`src/rtl/logic_pkg.sv`:
```
// Shared opcode encodings, opcode width and FSM state encoding for logic_arbiter.
package logic_pkg;

    localparam int unsigned OP_W = 3;

    typedef enum logic [OP_W-1:0] {
        OP_AND = 3'd0,
        OP_OR  = 3'd1,
        OP_NOT = 3'd2,
        OP_XOR = 3'd3,
        OP_NOR = 3'd4
    } op_e;

    typedef enum logic {
        ST_IDLE = 1'b0,
        ST_HOLD = 1'b1
    } state_e;

endpackage

```
`src/rtl/logic_unit.sv`:
```
// Combinational bitwise logic unit; opcodes 5-7 yield zero with illegal raised.
module logic_unit
    import logic_pkg::*;
#(
    parameter int unsigned DATA_WIDTH = 32
) (
    input  logic [OP_W-1:0]       op,
    input  logic [DATA_WIDTH-1:0] a,
    input  logic [DATA_WIDTH-1:0] b,
    output logic [DATA_WIDTH-1:0] result,
    output logic                  illegal
);

    always_comb begin
        result  = '0;
        illegal = 1'b0;
        case (op)
            OP_AND:  result = a & b;
            OP_OR:   result = a | b;
            OP_NOT:  result = ~a;
            OP_XOR:  result = a ^ b;
            OP_NOR:  result = ~(a | b);
            default: illegal = 1'b1;
        endcase
    end

endmodule

```
`src/rtl/logic_arbiter.sv`:
```
// Two-requester arbiter sharing one logic_unit behind a single result register.
// Define LOGIC_ARB_RR_EN for round-robin on contention; otherwise requester 0 wins.
module logic_arbiter
    import logic_pkg::*;
#(
    parameter int unsigned DATA_WIDTH = 32
) (
    input  logic                  clk,
    input  logic                  rst,
    input  logic                  req0_valid,
    output logic                  req0_ready,
    input  logic [OP_W-1:0]       req0_op,
    input  logic [DATA_WIDTH-1:0] req0_a,
    input  logic [DATA_WIDTH-1:0] req0_b,
    input  logic                  req1_valid,
    output logic                  req1_ready,
    input  logic [OP_W-1:0]       req1_op,
    input  logic [DATA_WIDTH-1:0] req1_a,
    input  logic [DATA_WIDTH-1:0] req1_b,
    output logic                  rsp_valid,
    input  logic                  rsp_ready,
    output logic                  rsp_id,
    output logic [DATA_WIDTH-1:0] rsp_data,
    output logic                  rsp_err
);

    state_e                state_q, state_d;
    logic [DATA_WIDTH-1:0] rsp_data_q, rsp_data_d;
    logic                  rsp_id_q, rsp_id_d;
    logic                  rsp_err_q, rsp_err_d;

    logic                  slot_free;
    logic                  gnt0, gnt1, grant;
    logic [OP_W-1:0]       op_sel;
    logic [DATA_WIDTH-1:0] a_sel, b_sel, lu_result;
    logic                  lu_illegal;

`ifdef LOGIC_ARB_RR_EN
    logic ptr_q, ptr_d;
`endif

    assign slot_free = (state_q == ST_IDLE) || rsp_ready;

    always_comb begin
        gnt0 = 1'b0;
        gnt1 = 1'b0;
        if (!rst && slot_free) begin
            if (req0_valid && req1_valid) begin
`ifdef LOGIC_ARB_RR_EN
                if (ptr_q) gnt1 = 1'b1;
                else       gnt0 = 1'b1;
`else
                gnt0 = 1'b1;
`endif
            end else if (req0_valid) begin
                gnt0 = 1'b1;
            end else if (req1_valid) begin
                gnt1 = 1'b1;
            end
        end
    end

    assign grant      = gnt0 | gnt1;
    assign req0_ready = gnt0;
    assign req1_ready = gnt1;

    assign op_sel = gnt1 ? req1_op : req0_op;
    assign a_sel  = gnt1 ? req1_a  : req0_a;
    assign b_sel  = gnt1 ? req1_b  : req0_b;

    logic_unit #(
        .DATA_WIDTH(DATA_WIDTH)
    ) u_logic_unit (
        .op      (op_sel),
        .a       (a_sel),
        .b       (b_sel),
        .result  (lu_result),
        .illegal (lu_illegal)
    );

    // A grant while HOLD overwrites the register in the same edge it is drained.
    always_comb begin
        state_d    = state_q;
        rsp_data_d = rsp_data_q;
        rsp_id_d   = rsp_id_q;
        rsp_err_d  = rsp_err_q;
        if (grant) begin
            state_d    = ST_HOLD;
            rsp_data_d = lu_result;
            rsp_id_d   = gnt1;
            rsp_err_d  = lu_illegal;
        end else if (state_q == ST_HOLD && rsp_ready) begin
            state_d = ST_IDLE;
        end
    end

`ifdef LOGIC_ARB_RR_EN
    always_comb begin
        ptr_d = ptr_q;
        if (grant) ptr_d = ~gnt1;
    end
`endif

    always_ff @(posedge clk) begin
        if (rst) begin
            state_q    <= ST_IDLE;
            rsp_data_q <= '0;
            rsp_id_q   <= 1'b0;
            rsp_err_q  <= 1'b0;
        end else begin
            state_q    <= state_d;
            rsp_data_q <= rsp_data_d;
            rsp_id_q   <= rsp_id_d;
            rsp_err_q  <= rsp_err_d;
        end
    end

`ifdef LOGIC_ARB_RR_EN
    always_ff @(posedge clk) begin
        if (rst) ptr_q <= 1'b0;
        else     ptr_q <= ptr_d;
    end
`endif

    assign rsp_valid = (state_q == ST_HOLD);
    assign rsp_id    = rsp_id_q;
    assign rsp_data  = rsp_data_q;
    assign rsp_err   = rsp_err_q;

endmodule

```
`config.mk`:
```
export PLATFORM = sky130hd
export DESIGN_NAME = logic_arbiter
export DESIGN_NICKNAME = d
export VERILOG_FILES = /design/src/rtl/logic_pkg.sv /design/src/rtl/logic_unit.sv /design/src/rtl/logic_arbiter.sv
export SDC_FILE = /design/constraint.sdc
export NUM_CORES = 1
export LEC_CHECK = 0
export ABC_AREA = 1
export ABC_CLOCK_PERIOD_IN_PS = 2800
export CAP_MARGIN = 25
export CORE_MARGIN = 1.5
export CORE_UTILIZATION = 35
export CTS_BUF_LIST = sky130_fd_sc_hd__clkbuf_8
export DETAILED_ROUTE_END_ITERATION = 16
export PLACE_DENSITY = 0.71
export SYNTH_ARGS = -nofsm -noshare
export SYNTH_HDL_FRONTEND = slang
export SYNTH_SLANG_ARGS = --single-unit
```
`constraint.sdc`:
```
create_clock -name clk -period 2.8 [get_ports clk]
set_input_delay 0.56 -clock clk [delete_from_list [all_inputs] [get_ports clk]]
set_output_delay 0.56 -clock clk [all_outputs]
set_load 0.01 [all_outputs]
```
# Yosys cells after proc, flatten, opt, wreduce, memory -nomap -nowiden
# Cells that the tools add are included.
# Widths: inputs -> output; s select.
# totals
register_bits	35
input_bits	139
output_inout_bits	37
# op_classes
n_eq_ne	4
muxes	14
n_bitwise	7
n_reduce_logical	8
# ops
operator	n
$pmux 32 s5	1
$mux 32	2
$not 32->32	2
$and 32x32->32	1
$or 32x32->32	1
$xor 32x32->32	1
$mux 1	10
$eq 3x2->1 const B	2
$reduce_or 5->1	1
$eq 3x1->1 const B	1
$eq 3x3->1 const B	1
$logic_and 1x1->1	3
$logic_not 3->1	1
$mux 3	1
$reduce_bool 2->1	1
$logic_not 1->1	1
$logic_or 1x1->1	1
$not 1->1	1
$or 1x1->1	1

# Longest topological paths before layout
# logic_depth
ltp_word	8
depth_mapped	17
depth_no_buf	14

# By module
# Synthesis repeated with hierarchy kept, for this count alone.
# unflattened
hier_cells	908
area_unflattened_um2	5013.6
# modules_own_cells
module	n_inst	cells_per_inst	area_each_um2	seq_area_each_um2
logic_unit	1	467	2653.8	0.0
logic_arbiter	1	441	2359.8	700.7

# Worst setup path after synthesis
# Ideal clock, no wire load.
# synth_path
path_type	input to register
start	in rst
end	reg rsp_data_q[18], in the netlist rsp_data[18]
arrival_time_ps	2218
t_required_ps	2666
path_slack_ps	448
cell_stages	14
n_path_buf	5
cell_sequence	buf_4 inv_6 nand3_4 buf_6 buf_6 buf_6 clkbuf_1 nand2_1 o21ai_0 ha_1 nand4_1 nand3_1 o21bai_1 a21oi_1
# synth_between
elab_chain_len	7
word_cells_on_any_way	19
cone_classes	4 x eq/ne; 6 x mux; 6 x bitwise; 3 x reduce/logical
# synth_rtl
element	line_no	rtl
from (decl)	logic_arbiter.sv:9	input logic rst,
$logic_not 1->1	logic_arbiter.sv:47	if (!rst && slot_free) begin
$logic_and 1x1->1	logic_arbiter.sv:47	
$mux 1	logic_arbiter.sv:47	
$mux 32, on equally long branches	logic_arbiter.sv:68, logic_arbiter.sv:69	
$or 32x32->32	logic_unit.sv:19, logic_unit.sv:22	
$not 32->32	logic_unit.sv:22	OP_NOR: result = ~(a | b);
$pmux 32 s5	logic_unit.sv:17	case (op)
to (signal assigned)	logic_arbiter.sv:112	rsp_data_q <= rsp_data_d;
to (decl)	logic_arbiter.sv:28	logic [DATA_WIDTH-1:0] rsp_data_q, rsp_data_d;
# Parallel ways exist; a longest one is shown, timed or not.
# A chain may end at the register's enable or synchronous reset.

# Worst setup path after layout
# layout_path
start	in req1_valid
end	out req1_ready
# layout_between
elab_chain_len	4
word_cells_on_any_way	5
cone_classes	4 x mux; 1 x reduce/logical
# layout_rtl
element	line_no	rtl
from (decl)	logic_arbiter.sv:15	input logic req1_valid,
$mux 1	logic_arbiter.sv:57	end else if (req1_valid) begin
$mux 1	logic_arbiter.sv:55	end else if (req0_valid) begin
$mux 1 *	logic_arbiter.sv:48	if (req0_valid && req1_valid) begin
$mux 1 *	logic_arbiter.sv:47	
to (decl)	logic_arbiter.sv:16	output logic req1_ready,
# Mark *: on every way between the ends. The rest lies on a longest branch, timed or not.

==> results.cfg <==
[run_status]
status = finished clean

[sta]
max_freq_mhz = 373.7
skew_ps = 7.282
worst_pin_slew_ps = 419.4
finalMaxSlewViolations = 0
rsz0062_at_grt = no
final-hold-violation-count = 0
period_share = 0.9558
setup_viol = 0
fin_crit_ps = 2676
layout_setup_ws_ps = 123.9
slew_headroom = 0.7175
fin_tns_setup_ps = 0

[global_routing]
antenna_found_initial = 1
grt_pass1_wl_um = 24120
use_met3 = 0.03618
met2_usage = 0.3619
grt_overflow_total = 0
grt_max_degree = 49
track_usage = 0.2025
busiest_layer = met2
grtUsageMet1 = 0.2517
grt_pass1_vias = 5059

[routing]
avgViaCountPerCell = 4.680
vias = 5490
drc = 0
totalWireLength_um = 14650
ant_nets = 0
drt-initial-drc-count = 310
first_pass_iters = 4
wl_per_cell_um = 12.49

[synthesis]
synth_seq_area_share = 0.1434
synthCells = 830
synth-compound-area-share = 0.1201
synthMuxAreaShare = 0
ys_warn_count = 0
synth.avg_cell_area_um2 = 5.885
synth_area_leader_cell = nand2_1
syn_nets = 1033
synth_area_leaders = nand2_1, ha_1, dfxtp_1
synth_area_mm2 = 0.004885
synth-seq-cells = 35
synthSimpleGateAreaFrac = 0.3745
synth-adder-area-share = 0.1639
netlist.area_leader.share = 0.1806
synth_edf_count = 0
ys_types = 28
ys_async_sr_fraction = 0
synthFlopType = dfxtp_1
synth_top_family_by_area = simple AND/OR/NAND/NOR gates
ys_top_cells_by_count = nand2_1, inv_1, ha_1
synth.most_common_cell = nand2_1
synth_xor_area_frac = 0

[floorplan]
start_util = 0.3631
die_y_um = 121.1
rows = 42
core_mm2 = 0.01345
num_io_pins = 176
die_w_um = 121.1
die_area_mm2 = 0.01467

[power]
ir_worst_vdd_uv = 166.9
clockPowerShare = 0.199
p_leak_nw = 3.717
combPwrFrac = 0.506
p_sw_uw = 694.4
p_sw_frac = 0.3744
p_int_mw = 1.160
p_seq_frac = 0.296
total_power_mw = 1.855
p_per_area_mw_per_mm2 = 266.7

[final_layout]
areaGrowthSynthToFinish_pct = 42.34
fillCellCount = 1401
drive_above_1_share = 0.05823
nets = 1198

[critical_path]
cp-end-kind = primary output
critical_path_class = input port to primary output
start_kind = input port
critPathMaxFanout = 9
cp_data_arrival_time_ps = 2120
cp.required_ps = 2240
rrSetupSlack_ps = 730

[placed_design]
dpl_worst_slack_ps = 4.656
port_buffers = 175
gp_congestion = 0.8447
dp.final_hpwl_um = 11250

[flow_run]
cap_violations = 0

[clocking]
cts_setup_buffers = 0
clock_tree.buffer_depth = 2
clock_latency_ps = 300
clock-sinks = 35
root_buffer = clkbuf_8
cts_hold_buf = 0
cts_tree = built
cts_made_buffers = 5
cts_resized = 0
clkTransAtPathRegs_ps = 70
h-tree-depth = 2

[worst_hold_path]
holdCritPathClass = flip-flop to flip-flop
-- registers in the layout, indices dropped and copies added, names as in the netlist --
register,flops
rsp_data,32
rsp_err,1
rsp_id,1
rsp_valid,1
-- path summary, 6_finish.rpt --
kind	startpoint	to	cells after the start
worst max-delay path	req1_valid	req1_ready	6
worst min-delay path	rsp_data[19]	rsp_data[19]	2
worst max register to register	rsp_valid	rsp_data[7]	11
worst min register to register	rsp_data[19]	rsp_data[19]	2
-- area by class of cell --
class,count,area [um^2],area share
repair buffers,205,2047,0.2944
diodes,1,2.502,0.0003599
clock inverters,3,12.51,0.001800
flip-flops and latches,35,700.7,0.1008
clock buffers,5,68.82,0.009897
well taps,176,220.2,0.03167
inverters,179,679.4,0.09771
multi-input cells,569,3222,0.4634
-- worst max-delay path, cell delays in order --
cell and delay (ps):
clkdlybuf4s50_1 450, inv_1 60, nor2_4 110, nand3_4 150
inv_2 210, clkdlybuf4s50_1 570
-- through the flow --
stage | std cells | utilization | hold WS, ps | area, um^2
5_1_grt | 1173 | 0.5168 | 483.0 | 6953
4_1_cts | 1172 | 0.5166 | 470.1 | 6950
3_5_place_dp | 1164 | 0.5106 | 458.3 | 6869
6_report | 1173 | 0.5168 | 466.2 | 6953
3_3_place_gp | 1164 | 0.5106 | 453.6 | 6869
2_1_floorplan | 830 | - | 488.0 | 4885
-- power groups by stage --
stage               Combinational [mW]  Sequential [mW]  Clock, mW
floorplan                        0.511            0.574          0
global placement                 0.927            0.560          0
detailed placement               0.940            0.560          0
CTS                              0.944            0.549      0.376
global route                      1.06            0.553      0.398
finish                           0.938            0.549      0.368
-- kinds of logic after synthesis --
logic type                 after synthesis
and+or+nand+nor                        397
AOI/OAI and AO/OA                      108
DFF                                     35
buffers and inverters                  226
adders and majority gates               64
-- routing by layer --
metal / wire [um] / part of all wire
met1: 6627 / 0.45
met2: 6916 / 0.47
met3: 889 / 0.061
met4: 215 / 0.015
met5: 0 / 0
-- placed cells by master, fill, tap and decap left out, types with 22 or more instances in the layout --
master	n
a21oi_1	33
nor2_1	46
ha_1	64
nand4_1	60
nand2_1	235
nand3_1	35
o21ai_1	22
o21ai_0	35
dfxtp_1	35
clkdlybuf4s50_1	174
inv_1	178
buf_4	24
Note: power is estimated with default switching activity, not from simulation.
